### src/rtl/load_store_unit.sv
// Load/store unit: takes one load or store at a time, runs the data-memory
// request handshake, formats store byte lanes and load results, and
// broadcasts completed loads on the CDB with their ROB tag.
module load_store_unit #(
  parameter int ADDR_WIDTH = 32,
  parameter int TAG_WIDTH  = 4
) (
  input  logic                  clk,
  input  logic                  rst,
  input  logic                  req_valid,
  output logic                  req_ready,
  input  logic                  req_is_store,
  input  logic [2:0]            req_funct3,
  input  logic [ADDR_WIDTH-1:0] req_addr,
  input  logic [31:0]           req_data,
  input  logic [TAG_WIDTH-1:0]  req_tag,
  input  logic                  flush,
  output logic [1:0]            mem_rw_flag,
  output logic [ADDR_WIDTH-1:0] mem_addr,
  output logic [31:0]           mem_wdata,
  output logic [3:0]            mem_mask,
  input  logic                  mem_free,
  input  logic                  mem_read_valid,
  input  logic [31:0]           mem_rdata,
  output logic                  cdb_valid,
  output logic [TAG_WIDTH-1:0]  cdb_tag,
  output logic [31:0]           cdb_data,
  output logic                  store_done
);

  typedef enum logic [1:0] {S_IDLE, S_ISSUE, S_WAIT} state_t;

  state_t                state_q, state_d;
  logic                  is_store_q;
  logic [2:0]            funct3_q;
  logic [TAG_WIDTH-1:0]  tag_q;
  logic [ADDR_WIDTH-1:0] addr_q;
  logic [31:0]           wdata_q;
  logic [3:0]            mask_q;
  logic                  flushed_q;
  logic                  cdb_valid_q;
  logic [TAG_WIDTH-1:0]  cdb_tag_q;
  logic [31:0]           cdb_data_q;
  logic                  store_done_q;

  logic                  accept;
  logic [3:0]            st_mask;
  logic [31:0]           st_wdata;
  logic [7:0]            ld_byte;
  logic [15:0]           ld_half;
  logic [31:0]           ld_result;

  assign accept     = req_valid && req_ready;
  assign mem_addr   = addr_q;
  assign mem_wdata  = wdata_q;
  assign mem_mask   = mask_q;
  assign cdb_valid  = cdb_valid_q;
  assign cdb_tag    = cdb_tag_q;
  assign cdb_data   = cdb_data_q;
  assign store_done = store_done_q;

  // State register
  always_ff @(posedge clk or posedge rst) begin
    if (rst) state_q <= S_IDLE;
    else     state_q <= state_d;
  end

  // Next-state logic; a flushed load in ISSUE aborts before touching memory
  always_comb begin
    state_d = state_q;
    unique case (state_q)
      S_IDLE:  if (accept) state_d = S_ISSUE;
      S_ISSUE: begin
        if (!is_store_q && flush) state_d = S_IDLE;
        else if (mem_free)        state_d = S_WAIT;
      end
      S_WAIT: begin
        if (is_store_q) begin
          if (mem_free) state_d = S_IDLE;
        end else if (mem_read_valid) begin
          state_d = S_IDLE;
        end
      end
      default: state_d = S_IDLE;
    endcase
  end

  // Handshake outputs: ready only when idle, start flag only for one issue cycle
  always_comb begin
    req_ready   = (state_q == S_IDLE) && !flush;
    mem_rw_flag = '0;
    if ((state_q == S_ISSUE) && mem_free && (is_store_q || !flush))
      mem_rw_flag = {!is_store_q, is_store_q};
  end

  // Store lane formatting from the incoming request
  always_comb begin
    st_mask  = 4'b1111;
    st_wdata = req_data;
    case (req_funct3)
      3'b000: begin
        st_mask  = 4'b0001 << req_addr[1:0];
        st_wdata = {4{req_data[7:0]}};
      end
      3'b001: begin
        st_mask  = req_addr[1] ? 4'b1100 : 4'b0011;
        st_wdata = {2{req_data[15:0]}};
      end
      default: ;
    endcase
  end

  // Load extraction and extension; unknown widths return the whole word
  always_comb begin
    ld_byte   = mem_rdata[{addr_q[1:0], 3'b000} +: 8];
    ld_half   = addr_q[1] ? mem_rdata[31:16] : mem_rdata[15:0];
    ld_result = mem_rdata;
    case (funct3_q)
      3'b000:  ld_result = {{24{ld_byte[7]}}, ld_byte};
      3'b001:  ld_result = {{16{ld_half[15]}}, ld_half};
      3'b100:  ld_result = {24'h000000, ld_byte};
      3'b101:  ld_result = {16'h0000, ld_half};
      default: ld_result = mem_rdata;
    endcase
  end

  // Request latch, flush tracking for in-flight loads, completion pulses
  always_ff @(posedge clk or posedge rst) begin
    if (rst) begin
      is_store_q   <= 1'b0;
      funct3_q     <= '0;
      tag_q        <= '0;
      addr_q       <= '0;
      wdata_q      <= '0;
      mask_q       <= '0;
      flushed_q    <= 1'b0;
      cdb_valid_q  <= 1'b0;
      cdb_tag_q    <= '0;
      cdb_data_q   <= '0;
      store_done_q <= 1'b0;
    end else begin
      cdb_valid_q  <= 1'b0;
      store_done_q <= 1'b0;
      if (accept) begin
        is_store_q <= req_is_store;
        funct3_q   <= req_funct3;
        tag_q      <= req_tag;
        addr_q     <= req_addr;
        wdata_q    <= st_wdata;
        mask_q     <= st_mask;
        flushed_q  <= 1'b0;
      end
      if ((state_q == S_WAIT) && !is_store_q) begin
        if (flush) flushed_q <= 1'b1;
        if (mem_read_valid) begin
          if (!(flushed_q || flush)) begin
            cdb_valid_q <= 1'b1;
            cdb_tag_q   <= tag_q;
            cdb_data_q  <= ld_result;
          end
        end
      end
      if ((state_q == S_WAIT) && is_store_q && mem_free)
        store_done_q <= 1'b1;
    end
  end

endmodule

### config.mk
export PLATFORM = sky130hd
export DESIGN_NAME = load_store_unit
export DESIGN_NICKNAME = d
export VERILOG_FILES = /design/src/rtl/load_store_unit.sv
export SDC_FILE = /design/constraint.sdc
export NUM_CORES = 1
export LEC_CHECK = 0
export BUFFER_PORTS_ARGS = -buffer_cell sky130_fd_sc_hd__buf_2
export CAP_MARGIN = 20
export CORE_MARGIN = 2
export CORE_UTILIZATION = 39
export DETAILED_ROUTE_END_ITERATION = 8
export PLACE_DENSITY = 0.67
export SYNTH_ARGS = -nofsm -noshare
export SYNTH_HDL_FRONTEND = slang
export SYNTH_SLANG_ARGS = --single-unit
### constraint.sdc
create_clock -name clk -period 7.9 [get_ports clk]
set_clock_uncertainty 0.2 [all_clocks]
set_input_delay 1.58 -clock clk [delete_from_list [all_inputs] [get_ports clk]]
set_output_delay 1.58 -clock clk [all_outputs]
set_load 0.02 [all_outputs]
==> results.toml, run 1 <==
[status]
outcome = "complete, no violations"

[detailed_routing]
drc_errors = 0
viasPerCell = 5.072
drtPass1Iterations = 5
topRoutingLayerUsed = "met4"
drt.antenna.violating_nets = 0
wirelength_um = 15170
num_vias = 4971
drtIter0Drc = 340
m1WireLength_um = 6249
wl_per_cell_um = 15.48
met3_length_um = 1491
wl_met2_um = 7097

[sta]
worst_pin_slew_ps = 1066
period_minus_slack_ps = 4065
drv_slew = 0
max_freq_ghz = 0.2460
maxSlewHeadroom_pct = 28.79
fin_crit_sh_pct = 51.45
finalSetupViolCount = 0
rsz0062_at_grt = "no"
fin_setup_tns_ps = 0
hold_viol_final = 0

[floorplan]
row_count = 42
start_util_pct = 40.16
die_h_um = 121.2
ioPinCount = 219
die_x_um = 121.2
core_um2 = 13350
dieArea_um2 = 14700

[power_and_ir_drop]
p_per_area_nw_per_um2 = 366.8
finalPower_uw = 2593
ir_worst_vdd_mv = 0.1593
p_leak_uw = 0.003742

[critical_path]
critPathKind = "input pin to output pin"
critPathCaptureType = "output pin"
reg2reg_slack_ps = 5300
crit_fanout = 3
r2r_end = "cdb_data[14]"
cp-startpoint = "mem_free"
startpoint_type = "input pin"
cp.arrival_ps = 2280
worst-r2r-cell-count = 4
regToRegStartpoint = "funct3_q[1]"
crit_required_ps = 6120

[final_layout]
n_antenna_cell = 0
fillers = 1290
drive_above_1_share_pct = 32.96
final_util_pct = 52.96
fin_cells = 980
layout.nets = 904
final_area_um2 = 7069
syn2layout_area_growth_pct = 31.89

[min_path]
worstHoldPathCells = 2
hold_class = "register to register"
worstHoldStart = "mem_addr[14]"
whs_endpoint = "mem_addr[14]"

[synth]
netlist_top_cells_count = "nand2_1 (214), dfrtp_1 (117), o21ai_0 (43)"
synth_edf_count = 0
synth_nets = 699
synth_ff_type = "dfrtp_1"
postSynthCellCount = 589
synth.top_cell.area_share_pct = 54.62
synth_area_per_cell_um2 = 9.100
ys_async_sr_fraction_pct = 100.0
ys_ff_latch = 117
synth_area_leaders = "dfrtp_1 (55%), nand2_1 (15%), mux2i_1 (6.0%), o21ai_0 (4.0%), a21oi_1 (2.2%)"
syn-cell-area_um2 = 5360
yosysSeqAreaShare_pct = 54.62
ys.warnings.count = 0
yosysMostFrequentCell = "nand2_1"
yosysTopAreaCell = "dfrtp_1"
synthDistinctLibCells = 47

[clock_tree]
cts_made_buffers = 17
cts_setup_buffers = 0
root_buffer = "clkbuf_16"
clkLatencyLatePin_ps = 400
clock-sinks = 117
cts.clk_slew.worst_paths_ps = 50
cts_tree = "yes"
clock_path_buffers = 2
cts.repair.resized = 0
htreeDepth = 4
hold_buffers = 0

[global_route]
grt_util_all_layers_pct = 21.27
grt_max_degree = 93
grt_antenna_before_repair = 0
grt_pass1_wl_um = 24450
grt_pass1_vias = 4979
gr-total-overflow = 0

[place]
placed_cells = 951
post_dp_cell_area_um2 = 6541
dp_hpwl_um = 10810
portBuffers = 218
place.gp.congestion = 0.9113

[run]
max-cap-violations = 0
## power by group
part	internal [uW]	leakage (uW)	switching (uW)
combinational	328	0.00203	595
clock	435	0.000261	247
sequential	823	0.00145	166
## flip-flops by register name, summed over array words and instances (netlist names)
| register | count |
|---|---|
| cdb_data | 32 |
| cdb_tag | 4 |
| cdb_valid | 1 |
| flushed_q | 1 |
| funct3_q | 3 |
| is_store_q | 1 |
| mem_addr | 32 |
| mem_mask | 4 |
| mem_wdata | 32 |
| state_q | 2 |
| store_done | 1 |
| tag_q | 4 |
## routing by layer
| metal | track usage [%] | up-vias |
|---|---|---|
| met1 | 25.75 | 2349 |
| li1 | - | 2370 |
| met2 | 33.92 | 231 |
| met3 | 8.553 | 21 |
| met4 | 8.405 | 0 |
| met5 | 0 | - |
## cell type report
class,count,area [um2],area share (%)
tap,176,220.2,3.115
clock buffer,25,505.5,7.150
multi-input combinational,424,2213,31.31
timing repair buffer,223,1136,16.07
clock inverter,4,22.52,0.3186
inverter,11,43.79,0.6195
sequential,117,2928,41.42
## worst max-delay path: stages
cell	delay [ps]
buf_2	90
nor2b_1	180
nand2_1	90
nor3_1	140
buf_2	200
## cell usage in the layout (no fill, tap or decap), types with 3 or more instances in the layout
cell type,netlist,routed
nand2b_1,8,8
dfrtp_1,117,117
buf_2,13,218
a311oi_1,7,7
nor2b_1,4,4
a21o_1,5,5
inv_1,9,8
a21oi_1,24,24
clkbuf_8,0,5
o21ai_0,43,43
mux2i_1,32,32
o31ai_1,4,4
a22o_1,6,6
nand2_1,214,214
clkinv_2,0,3
mux2_2,3,3
a221oi_1,3,3
nor2_1,31,30
clkbuf_1,16,3
or3_1,5,5
a31oi_1,4,4
o21a_1,3,3
clkbuf_16,0,17
nor3_1,5,5
buf_4,4,4
## how the worst max path moves through the flow
stage | end | slack, ps | cells after the start
2_1_floorplan | cdb_data[0] | 3020 | 1
3_3_place_gp | mem_rw_flag[1] | 3900 | 5
3_5_place_dp | mem_rw_flag[1] | 3860 | 5
4_1_cts | mem_rw_flag[1] | 3860 | 5
5_1_grt | mem_rw_flag[1] | 3830 | 5
6_report | mem_rw_flag[1] | 3840 | 5
## logic make-up after synthesis
logic type,count (synthesis),share of synthesized area (%)
and+or+nand+nor,277,21.01
DFF,117,54.62
AOI/OAI and AO/OA,112,13.54
buffers and inverters,48,4.225
muxes,35,6.606
## per-stage QoR
step | setup slack, ps | hold WS (ps)
after floorplan | 3019 | 238.6
after global placement | 3900 | 253.3
after detailed placement | 3858 | 258.0
after CTS | 3856 | 270.3
after global routing | 3832 | 289.8
final | 3835 | 267.8
(Power assumes the default switching activity.)
==> inputs of run 2 (changes only) <==
- ABC_AREA: not set -> 1
- PLACE_DENSITY: 0.67 -> 0.68
- clock period: 7.9 -> 3.3 ns (I/O delays scaled with it)
==> run 2 against run 1 <==
Count of clock-buffer cells in the layout fell by 8; synthesized cell count rose by 30%; clock power grew to 2.5 times the previous value; register-to-register slack worse by 4100 ps; cell area increased by 6.8%; power increased to 2.9 times the previous value; sequential power rose to 2.6 times the previous value; critical path type is now register to output pin.
==> results.toml, run 2 <==
[critical_path]
critPathKind = "register to output pin"
crit_chain = "inv_1 > nand2_1 > nor2_1 > nand2_1 > nor2_1 > buf_2"
cp.arrival_ps = 1490
reg2reg_slack_ps = 1200
startpoint_type = "register"
crit_fanout = 6
regToRegStartpoint = "mem_addr[1]"
critPathBufInv = 2
crit_required_ps = 2440
cp.depth = 6
endpoint = "mem_rw_flag[0]"
worst-r2r-cell-count = 8
cp-startpoint = "state_q[1]"
slowest_stage = "dfrtp_1"
crit_family = "flip-flops"
slowest_delay_ps = 470
r2r_end = "cdb_data[29]"
critPathCaptureType = "output pin"

[sta]
period_minus_slack_ps = 2352
drv_slew = 0
max_freq_ghz = 0.4251
finalSetupViolCount = 0
hold_viol_final = 0
worst_pin_slew_ps = 831.2
fin_ws_ps = 947.7
fin_setup_tns_ps = 0
rsz0062_at_grt = "no"
maxSlewHeadroom_pct = 44.58
fin_crit_sh_pct = 71.28
timing.hold.ws_ps = 227.6

[power_and_ir_drop]
intPower_uw = 4265
pwr-share-comb_pct = 43.1
p_leak_uw = 0.004437
power.switching_uw = 3284
seqPwrFrac_pct = 34.1
switching_share_pct = 43.50
ir_worst_vdd_mv = 0.4279
clock_power_share_pct = 22.9
p_per_area_nw_per_um2 = 999.6

[status]
outcome = "complete, no violations"

[synth]
netlist_top_cells_count = "nand2_1 (323), dfrtp_1 (117), inv_1 (84)"
yosysTopAreaCell = "dfrtp_1"
synth.top_cell.area_share_pct = 50.14
synth_edf_count = 0
ys_ff_latch = 117
yosysMostFrequentCell = "nand2_1"
yosysSeqAreaShare_pct = 50.14
ys.warnings.count = 0
synth_nets = 877
postSynthCellCount = 767
synth_area_leaders = "dfrtp_1 (50%), nand2_1 (21%), inv_1 (5.4%), o21ai_0 (3.4%), nor2_1 (2.8%)"
ys_async_sr_fraction_pct = 100.0
syn-cell-area_um2 = 5839
synth_ff_type = "dfrtp_1"
synthDistinctLibCells = 28
synth_area_per_cell_um2 = 7.613

[clock_tree]
cts.repair.resized = 0
htreeDepth = 4
clkLatencyLatePin_ps = 400
cts_tree = "yes"
clock-sinks = 117
hold_buffers = 0
cts_made_buffers = 17
clock_path_buffers = 2
root_buffer = "clkbuf_16"
cts_setup_buffers = 0
cts.clk_slew.worst_paths_ps = 60

[run]
max-cap-violations = 0

[global_route]
grt_antenna_before_repair = 1
grt_util_all_layers_pct = 21.26
grt_pass1_vias = 5492
gr-total-overflow = 0
grt_max_degree = 118
grt_pass1_wl_um = 27140

[detailed_routing]
drtIter0Drc = 340
drtPass1Iterations = 4
drt.antenna.violating_nets = 0
wirelength_um = 16500
wl_per_cell_um = 14.11
viasPerCell = 4.709
drc_errors = 0
num_vias = 5510

[final_layout]
layout.nets = 1083
syn2layout_area_growth_pct = 29.33
final_cell_mix = "nand2_1 (323), buf_2 (218), dfrtp_1 (117)"
fillers = 1447
drive_above_1_share_pct = 30.56
final_common_cell = "nand2_1"

[floorplan]
die_h_um = 126.4
ioPinCount = 219
start_util_pct = 40.03
core_um2 = 14590
dieArea_um2 = 15970
row_count = 44
die_x_um = 126.4

[place]
post-place-ws_ps = 1007
place.gp.congestion = 0.8427
portBuffers = 218
dp_hpwl_um = 11490

[min_path]
hold_class = "input pin to async pin"
-- run 2: cell families after synthesis --
group,share of synthesized area [%]
AO/OA/AOI/OAI,9.214
buffers and inverters,9.492
flip-flops,50.14
AND/OR/NAND/NOR,31.15
-- run 2: metal layers --
layer	GRT usage [%]	vias up	share of wire, %
met2	34.19	186	47
met5	0	-	0
met3	7.803	22	8.4
met4	6.917	0	1.6
li1	-	2760	-
met1	26.68	2542	43
-- run 2: final cells by class --
class / count / area (um2) / area share, %
antenna: 1 / 2.502 / 0.03313
multi-input combinational: 525 / 2357 / 31.21
timing repair buffer: 222 / 1134 / 15.01
tap: 184 / 230.2 / 3.048
inverter: 90 / 344.1 / 4.556
clock inverter: 14 / 131.4 / 1.740
sequential: 117 / 2928 / 38.77
clock buffer: 17 / 425.4 / 5.633
-- run 2: through the flow --
step | total power (uW) | utilization, % | cell area (um2) | instances
4_1_cts | 7635 | 51.75 | 7550 | 1169
3_3_place_gp | 5810 | 47.93 | 6993 | 1138
2_1_floorplan | 4767 | - | 5843 | 767
5_1_grt | 8123 | 51.77 | 7552 | 1170
3_5_place_dp | 5855 | 47.93 | 6993 | 1138
6_report | 7549 | 51.77 | 7552 | 1170
-- run 2: how the worst min path moves through the flow --
stage	cells after the start	endpoint	slack, ps
floorplan	2	cdb_tag[0]	240
global placement	2	cdb_tag[0]	250
detailed placement	2	cdb_tag[0]	260
CTS	3	mem_addr[16]	220
global route	3	mem_addr[15]	230
finish	3	cdb_data[0]	230
-- run 2: worst reg2reg max path, stage by stage (launching register included) --
cell and delay (ps):
dfrtp_1 540, inv_2 350, nand2_2 120, nand3_1 90
nand2_1 80, nand2_2 360, nand3_1 150, nand2_1 90
inv_1 40
-- run 2: power groups by stage --
stage | sequential, uW | clock (uW) | combinational (uW)
2_1_floorplan | 3270 | 0 | 1500
3_3_place_gp | 2580 | 0 | 3230
3_5_place_dp | 2570 | 0 | 3290
4_1_cts | 2570 | 1770 | 3290
5_1_grt | 2670 | 1850 | 3610
6_report | 2570 | 1730 | 3250
==> inputs of run 3 (changes only) <==
- ABC_AREA: 1 -> 0
- PLACE_DENSITY: 0.68 -> 0.67
- clock period: 3.3 -> 2.2 ns (I/O delays scaled with it)
==> run 3 against run 2 <==
Count of clock-buffer cells in the layout grew 3; via count shrank 6.1%; sequential power grew 35%; first-iteration DRC count shrank 22%; die area shrank 7.9%; cell area shrank 1.1%; critical endpoint is now mem_rw_flag[1]; highest routed layer unchanged.
==> results.toml, run 3 (same netlist as run 1, synthesis figures left out) <==
[global_route]
grt_pass1_wl_um = 25480
gr-total-overflow = 0
grt_antenna_before_repair = 0
grt_pass1_vias = 5171
grt_max_degree = 93
grt_util_all_layers_pct = 22.47

[detailed_routing]
wirelength_um = 15900
num_vias = 5174
drtPass1Iterations = 5
drtIter0Drc = 265
viasPerCell = 5.103
wl_per_cell_um = 15.68
drt.antenna.violating_nets = 0
drc_errors = 0

[power_and_ir_drop]
p_per_area_nw_per_um2 = 1310
ir_worst_vdd_mv = 0.7035
finalPower_uw = 9786
p_leak_uw = 0.003925

[place]
place.gp.congestion = 0.8897
dp_hpwl_um = 11420
post-place-ws_ps = 103.7
portBuffers = 218
placed_cells = 967

[sta]
fin_crit_sh_pct = 99.91
max_freq_ghz = 0.4550
hold_viol_final = 0
worst_pin_slew_ps = 626.6
maxSlewHeadroom_pct = 58.04
drv_slew = 0
period_minus_slack_ps = 2198
fin_ws_ps = 2.018
finalSetupViolCount = 0

[final_layout]
final_util_pct = 55.98
final_cell_mix = "buf_2 (218), nand2_1 (214), dfrtp_1 (117)"
fin_cells = 1014
syn2layout_area_growth_pct = 39.40
layout.nets = 935
final_common_cell = "buf_2"
drive_above_1_share_pct = 34.61
n_antenna_cell = 0
fillers = 1225

[clock_tree]
clock-sinks = 117
clock_path_buffers = 2
clkLatencyLatePin_ps = 410
root_buffer = "clkbuf_16"
htreeDepth = 4
cts_tree = "yes"
cts_setup_buffers = 0
cts_made_buffers = 17
cts.clk_slew.worst_paths_ps = 60

[floorplan]
row_count = 42
core_um2 = 13350
dieArea_um2 = 14700
start_util_pct = 40.16
ioPinCount = 219
die_x_um = 121.2
die_h_um = 121.2

[status]
outcome = "complete, no violations"

[critical_path]
startpoint_type = "register"
reg2reg_slack_ps = 140
crit_required_ps = 1560
crit_fanout = 6
critPathKind = "register to output pin"
cp.arrival_ps = 1560
critPathCaptureType = "output pin"

[run]
max-cap-violations = 0

[min_path]
hold_class = "input pin to register"
run 3: per-stage QoR:
step	instance area [um2]	hold slack (ps)	TNS (ps)
after floorplan	5364	238.6	0
after global placement	6718	251.8	0
after detailed placement	6718	258.2	0
after CTS	7462	0.6955	0
after global routing	7472	16.13	-102.7
final	7472	17.98	0
run 3: power breakdown:
group / internal, uW / leakage, uW / switching, uW
clock: 1750 / 0.000284 / 990
sequential: 2960 / 0.00145 / 510
combinational: 1280 / 0.00219 / 2300
run 3: layout make-up:
cell class                      instances  area [um2]  share of cell area [%]
Sequential cell                       117        2928                   39.18
Multi-Input combinational cell        424        2223                   29.76
Timing Repair Buffer                  254        1461                   19.56
Clock buffer                           20       466.7                   6.246
Tap cell                              176       220.2                   2.947
Clock inverter                         12       127.6                   1.708
Inverter                               11       45.04                  0.6028
run 3: path summary, 6_finish.rpt:
| check | startpoint | to | cells after the start |
|---|---|---|---|
| max | state_q[1] | mem_rw_flag[1] | 5 |
| min | req_addr[4] | mem_addr[4] | 3 |
| max reg2reg | state_q[0] | cdb_data[9] | 7 |
| min reg2reg | mem_addr[26] | mem_addr[26] | 2 |
| max in group asynchronous | rst | mem_addr[26] | 4 |
| min in group asynchronous | rst | state_q[1] | 4 |
run 3: worst max-delay path: stages (launching register included):
cell     delay [ps]
dfrtp_1         390
buf_4           170
nor2b_2         140
nand2_1         110
nor3_2          160
buf_2           190
run 3: per-layer routing:
layer / GRT usage (%) / share of wire [%] / routed length [um]
met1: 27.53 / 40 / 6383
met2: 35.46 / 47 / 7415
met3: 7.331 / 9.9 / 1568
met4: 11.49 / 3.3 / 530
met5: 0 / 0 / 0
run 3: repair_timing:
item	CTS	global route
hold buffers	15	0
setup endpoints to repair	0	8
resized for setup	0	3
endpoints found under the hold margin	83	0
